**config.mk**
```make
export PLATFORM = sky130hd
export DESIGN_NAME = coin_change_dispenser
export DESIGN_NICKNAME = d
export VERILOG_FILES = /design/src/rtl/coin_pkg.sv /design/src/rtl/coin_selector.sv /design/src/rtl/coin_change_dispenser.sv
export SDC_FILE = /design/constraint.sdc
export NUM_CORES = 1
export LEC_CHECK = 0
export ABC_AREA = 1
export CELL_PAD_IN_SITES_DETAIL_PLACEMENT = 1
export CELL_PAD_IN_SITES_GLOBAL_PLACEMENT = 1
export CORE_MARGIN = 2
export CORE_UTILIZATION = 39
export DETAILED_ROUTE_END_ITERATION = 10
export PLACE_DENSITY = 0.89
export SYNTH_ARGS = -nofsm -noshare
export SYNTH_HDL_FRONTEND = slang
export SYNTH_SLANG_ARGS = --single-unit
export TNS_END_PERCENT = 1
```
**constraint.sdc**
```tcl
create_clock -name clock -period 3.05 [get_ports clock]
set_input_delay 0.305 -clock clock [delete_from_list [all_inputs] [get_ports clock]]
set_output_delay 0.305 -clock clock [all_outputs]
set_load 0.05 [all_outputs]
```
**src/rtl/coin_pkg.sv**
```systemverilog
// Shared types and constants for the coin change dispenser.
package coin_pkg;

  // Coin codes on the wire; matches the coin acceptor encoding.
  typedef enum logic [1:0] {
    COIN_NONE = 2'b00,
    COIN_1    = 2'b01,
    COIN_3    = 2'b10,
    COIN_5    = 2'b11
  } coin_t;

  localparam int unsigned COIN_VAL_1 = 1;
  localparam int unsigned COIN_VAL_3 = 3;
  localparam int unsigned COIN_VAL_5 = 5;

  typedef enum logic [2:0] {
    IDLE,
    SELECT,
    HOLD,
    GAP,
    DONE
  } disp_state_t;

endpackage

```
**src/rtl/coin_selector.sv**
```systemverilog
// Greedy coin pick (5, then 3, then 1) limited by what is still in stock.
module coin_selector
  import coin_pkg::*;
#(
  parameter int unsigned CREDIT_W = 4,
  parameter int unsigned STOCK_W  = 4
) (
  input  logic [CREDIT_W-1:0] remaining_i,
  input  logic [STOCK_W-1:0]  stock1_i,
  input  logic [STOCK_W-1:0]  stock3_i,
  input  logic [STOCK_W-1:0]  stock5_i,
  output coin_t               coin_o,
  output logic [CREDIT_W-1:0] value_o,
  output logic                none_fit_o
);

  // Largest denomination that fits the remainder and is still stocked.
  always_comb begin
    coin_o     = COIN_NONE;
    value_o    = '0;
    none_fit_o = 1'b0;
    if (remaining_i >= CREDIT_W'(COIN_VAL_5) && stock5_i != '0) begin
      coin_o  = COIN_5;
      value_o = CREDIT_W'(COIN_VAL_5);
    end else if (remaining_i >= CREDIT_W'(COIN_VAL_3) && stock3_i != '0) begin
      coin_o  = COIN_3;
      value_o = CREDIT_W'(COIN_VAL_3);
    end else if (remaining_i >= CREDIT_W'(COIN_VAL_1) && stock1_i != '0) begin
      coin_o  = COIN_1;
      value_o = CREDIT_W'(COIN_VAL_1);
    end else begin
      none_fit_o = 1'b1;
    end
  end

endmodule

```
**src/rtl/coin_change_dispenser.sv**
```systemverilog
// Pays out a requested amount as a pulse/gap coin stream from finite per-denomination stock.
module coin_change_dispenser
  import coin_pkg::*;
#(
  parameter int unsigned CREDIT_W     = 4,
  parameter int unsigned STOCK_W      = 4,
  parameter int unsigned HOLD_CYCLES  = 1,
  parameter int unsigned GAP_CYCLES   = 1,
  parameter int unsigned INIT_STOCK_1 = 8,
  parameter int unsigned INIT_STOCK_3 = 8,
  parameter int unsigned INIT_STOCK_5 = 8
) (
  input  logic                clock,
  input  logic                reset_N,
  input  logic                start,
  input  logic [CREDIT_W-1:0] amount,
  input  logic                refill,
  output logic                ready,
  output logic                busy,
  output logic [1:0]          CoinValue,
  output logic                done,
  output logic                short_change,
  output logic [CREDIT_W-1:0] remaining,
  output logic [STOCK_W-1:0]  stock1,
  output logic [STOCK_W-1:0]  stock3,
  output logic [STOCK_W-1:0]  stock5
);

  localparam int unsigned CntMax = (HOLD_CYCLES > GAP_CYCLES) ? HOLD_CYCLES : GAP_CYCLES;
  localparam int unsigned CntW   = (CntMax > 1) ? $clog2(CntMax) : 1;

  disp_state_t         state_q, state_d;
  coin_t               coin_q, coin_d;
  logic [CntW-1:0]     cnt_q, cnt_d;
  logic [CREDIT_W-1:0] rem_q, rem_d;
  logic                short_q, short_d;
  logic [STOCK_W-1:0]  s1_q, s1_d, s3_q, s3_d, s5_q, s5_d;

  coin_t               sel_coin;
  logic [CREDIT_W-1:0] sel_value;
  logic                sel_none;

  coin_selector #(
    .CREDIT_W (CREDIT_W),
    .STOCK_W  (STOCK_W)
  ) u_selector (
    .remaining_i (rem_q),
    .stock1_i    (s1_q),
    .stock3_i    (s3_q),
    .stock5_i    (s5_q),
    .coin_o      (sel_coin),
    .value_o     (sel_value),
    .none_fit_o  (sel_none)
  );

  // State register.
  always_ff @(posedge clock or negedge reset_N) begin
    if (!reset_N) state_q <= IDLE;
    else          state_q <= state_d;
  end

  // Datapath registers: latched coin, hold/gap counter, remainder, flag, stocks.
  always_ff @(posedge clock or negedge reset_N) begin
    if (!reset_N) begin
      coin_q  <= COIN_NONE;
      cnt_q   <= '0;
      rem_q   <= '0;
      short_q <= 1'b0;
      s1_q    <= STOCK_W'(INIT_STOCK_1);
      s3_q    <= STOCK_W'(INIT_STOCK_3);
      s5_q    <= STOCK_W'(INIT_STOCK_5);
    end else begin
      coin_q  <= coin_d;
      cnt_q   <= cnt_d;
      rem_q   <= rem_d;
      short_q <= short_d;
      s1_q    <= s1_d;
      s3_q    <= s3_d;
      s5_q    <= s5_d;
    end
  end

  // Next-state and datapath updates.
  always_comb begin
    state_d = state_q;
    coin_d  = coin_q;
    cnt_d   = cnt_q;
    rem_d   = rem_q;
    short_d = short_q;
    s1_d    = s1_q;
    s3_d    = s3_q;
    s5_d    = s5_q;
    unique case (state_q)
      IDLE: begin
        // Refill lands in the same edge as start, so the payout sees full stock.
        if (refill) begin
          s1_d = STOCK_W'(INIT_STOCK_1);
          s3_d = STOCK_W'(INIT_STOCK_3);
          s5_d = STOCK_W'(INIT_STOCK_5);
        end
        if (start) begin
          rem_d   = amount;
          short_d = 1'b0;
          state_d = SELECT;
        end
      end
      SELECT: begin
        if (rem_q == '0) begin
          state_d = DONE;
        end else if (sel_none) begin
          short_d = 1'b1;
          state_d = DONE;
        end else begin
          coin_d  = sel_coin;
          rem_d   = rem_q - sel_value;
          cnt_d   = '0;
          state_d = HOLD;
          unique case (sel_coin)
            COIN_5:  s5_d = s5_q - STOCK_W'(1);
            COIN_3:  s3_d = s3_q - STOCK_W'(1);
            default: s1_d = s1_q - STOCK_W'(1);
          endcase
        end
      end
      HOLD: begin
        if (cnt_q == CntW'(HOLD_CYCLES - 1)) begin
          cnt_d   = '0;
          state_d = GAP;
        end else begin
          cnt_d = cnt_q + CntW'(1);
        end
      end
      GAP: begin
        if (cnt_q == CntW'(GAP_CYCLES - 1)) begin
          cnt_d   = '0;
          state_d = SELECT;
        end else begin
          cnt_d = cnt_q + CntW'(1);
        end
      end
      DONE:    state_d = IDLE;
      default: state_d = IDLE;
    endcase
  end

  // Outputs decoded from state and registers only.
  always_comb begin
    ready        = (state_q == IDLE);
    busy         = (state_q != IDLE);
    done         = (state_q == DONE);
    CoinValue    = (state_q == HOLD) ? coin_q : COIN_NONE;
    short_change = short_q;
    remaining    = rem_q;
    stock1       = s1_q;
    stock3       = s3_q;
    stock5       = s5_q;
  end

endmodule
```
==> metrics <==
Avg Inst Size Synth=7.520 µm²; die area=4205 µm²; grt met3 use=0.02083; WP depth=15; Hold Violations, Final=0; Clock Root Buffer=clkbuf_8; Fillers=463; # diodes=0; CTS clk-pin slew, worst paths=0.09 ns; Post-Syn Nets=208; Wirelength per Cell=12.74 µm; drt total wl=3465 µm; Site Rows=22; Initial Util=0.4004; Resize count post-CTS=0; Worst-Margin Slew=0.9724 ns; crit path cell chain=inv_1 -> ha_1 -> nand2_1 -> nand3_4 -> nand2_1 -> inv_1 -> nand2_1 -> ha_1 -> inv_1 -> fa_1 -> inv_1 -> nand3_1 -> nand3_1 -> nand2_1 -> nand2_1; iteration count of the initial detailed-routing pass=4; R2R Path End=remaining[2]; Finished Layout Cells=272; pin count of the biggest net entering global routing=22; Core ar.=3606 µm²; flop2flop setup slack=0.86 ns; critical path's slowest cell=dfrtp_1; final period utilization=0.7196; WP data arrival=2.40 ns; Startpoint Class=flop; final worst path period need=2.195 ns; gp weighted congestion=0.8029; worst r2r src=stock5[0]; initial antenna violation count=0; die width=64.85 µm; Area Growth Syn to Fin=26.78%; Worst Hold Launch=short_change; Top Ports=30; Clock Sinks=22; Hold Path Depth=2; global-route wire length before repair=6292 µm; Post-CTS Setup Inserts=0; hpwl dp=2703 µm; synthesis warning total=0; final setup vio count=0; critical path peak fanout=7; share of layout cells above drive strength 1=0.1518; WHS Endpoint=short_change; required time worst endpoint=3.26 ns; Iteration-0 DRC Markers=52; met1 Use GR=0.2462; DR vias=1,310; kind of end point of the critical path=flop; Post-Syn Area=1444 µm²; GRT overflow=0; H-Tree Level Count=1; # hold bufs at CTS=0; Die H=64.85 µm; worst r2r path cells=15; fin. max-slew vios=0; Worst path most repeated cell=nand2_1; register area share after synthesis=0.3839; fmax=455.6 MHz; library cells used by synthesis=25; vias per inst=4.816; Worst-Skew Late Latency=0.26 ns; hold crit path type=flop to flop; Setup CP Type=flop to flop; post-route ant nets=0; Max Cap Viol=0; TritonCTS buffer count=3; RSZ-0062 raised after global routing=no; CTS Buffer Depth=2; Residual DRC=0; CP max stage delay=0.40 ns; final setup TNS=0 ns; GRT Max-Usage Layer=met2; Final nets=241; Placed Cells incl. Taps=268; Post-Route Skew=0.01259 ns; port bufs=29; WP buf/inv=4; outcome=finished clean; global-route usage over all layers=0.1905; Syn Inst Count=192; CTS tree=done; Synth Register Bits=22; number of global-route vias before repair=1,398; met2 usage=0.3415; worst rel slew slack=0.3497; Worst path top cell family by delay=adder cells
==> cells by family after synthesis <==
| group | synth area share |
|---|---|
| flops | 0.3839 |
| simple gates | 0.3510 |
| xor+xnor | 0.01820 |
| fa+ha+maj | 0.07452 |
| compound gates | 0.07539 |
| buf+inv | 0.09705 |
==> synthesized netlist by cell type, drive strengths merged <==
| cell type | n | area, µm² |
|---|---|---|
| o21ai | 17 | 88.83 |
| or2 | 8 | 50.05 |
| a31oi | 1 | 6.260 |
| nand2 | 59 | 236.5 |
| buf | 2 | 16.26 |
| o22ai | 1 | 6.260 |
| nand4 | 1 | 12.51 |
| dfstp | 3 | 78.83 |
| dfrtp | 19 | 475.5 |
| a21o | 1 | 7.510 |
| nand3 | 18 | 130.1 |
| nor3 | 2 | 10.01 |
| xor2 | 3 | 26.28 |
| fa | 1 | 20.02 |
| nor2 | 16 | 67.57 |
| inv | 33 | 123.9 |
| ha | 7 | 87.58 |
==> layout make-up <==
class,count,area [µm²],share of cell area
inverter,33,123.9,0.06767
clock buffer,4,45.04,0.02461
multi-input combinational,135,749.5,0.4094
timing repair buffer,30,297.8,0.1627
sequential,22,554.3,0.3028
tap,48,60.06,0.03281
==> placed cells by master, fill, tap and decap left out <==
cell type        count
inv_1               30
dfrtp_1             19
clkbuf_1             1
o21ai_0              3
a21o_1               1
clkdlybuf4s50_1     29
nand2_2              6
or2_2                8
ha_1                 7
a31oi_1              1
nand2_1             53
o22ai_1              1
clkbuf_8             3
nand3_2              3
nor3_1               2
fa_1                 1
o21ai_1             13
inv_2                3
buf_4                1
o21ai_2              1
dfstp_2              3
xor2_1               3
nand3_1             13
nand4_2              1
nand3_4              2
nor2_1              13
nor2_2               3
==> worst min-delay path: stages, from the launching register on <==
cell and delay, ns:
dfrtp_1 0.36, nand2_1 0.06, nand2_1 0.05
==> how the worst max path moves through the flow <==
| stage | endpoint | from |
|---|---|---|
| global route | remaining[2] | stock5[0] |
| floorplan | remaining[1] | stock5[0] |
| CTS | remaining[2] | stock5[0] |
| finish | remaining[2] | stock5[0] |
| detailed placement | remaining[2] | stock5[0] |
| global placement | remaining[2] | stock5[0] |
==> metrics by stage <==
step                  util  hold WS (ns)  area, µm²  setup slack [ns]
floorplan                -      0.009409       1444            0.7776
global placement    0.4951        0.4707       1785             1.044
detailed placement  0.4951        0.4650       1785            0.8848
CTS                 0.5076        0.4943       1831            0.8399
global route        0.5076        0.5193       1831            0.6270
finish              0.5076        0.4896       1831            0.8552
==> flip-flops by register name (all words and copies together) (netlist names) <==
register      count
coin_q            2
remaining         4
short_change      1
state_q           3
stock1            4
stock3            4
stock5            4
==> metal layers <==
| metal | vias to the layer above | wire length (µm) |
|---|---|---|
| met5 | - | 0 |
| met4 | 0 | 19 |
| met3 | 2 | 83 |
| met2 | 20 | 1678 |
| met1 | 627 | 1683 |
| li1 | 661 | - |
Power is left out: the tool's default activity adds up to more than one toggle a clock period on the data nets, which glitch-free logic cannot reach.
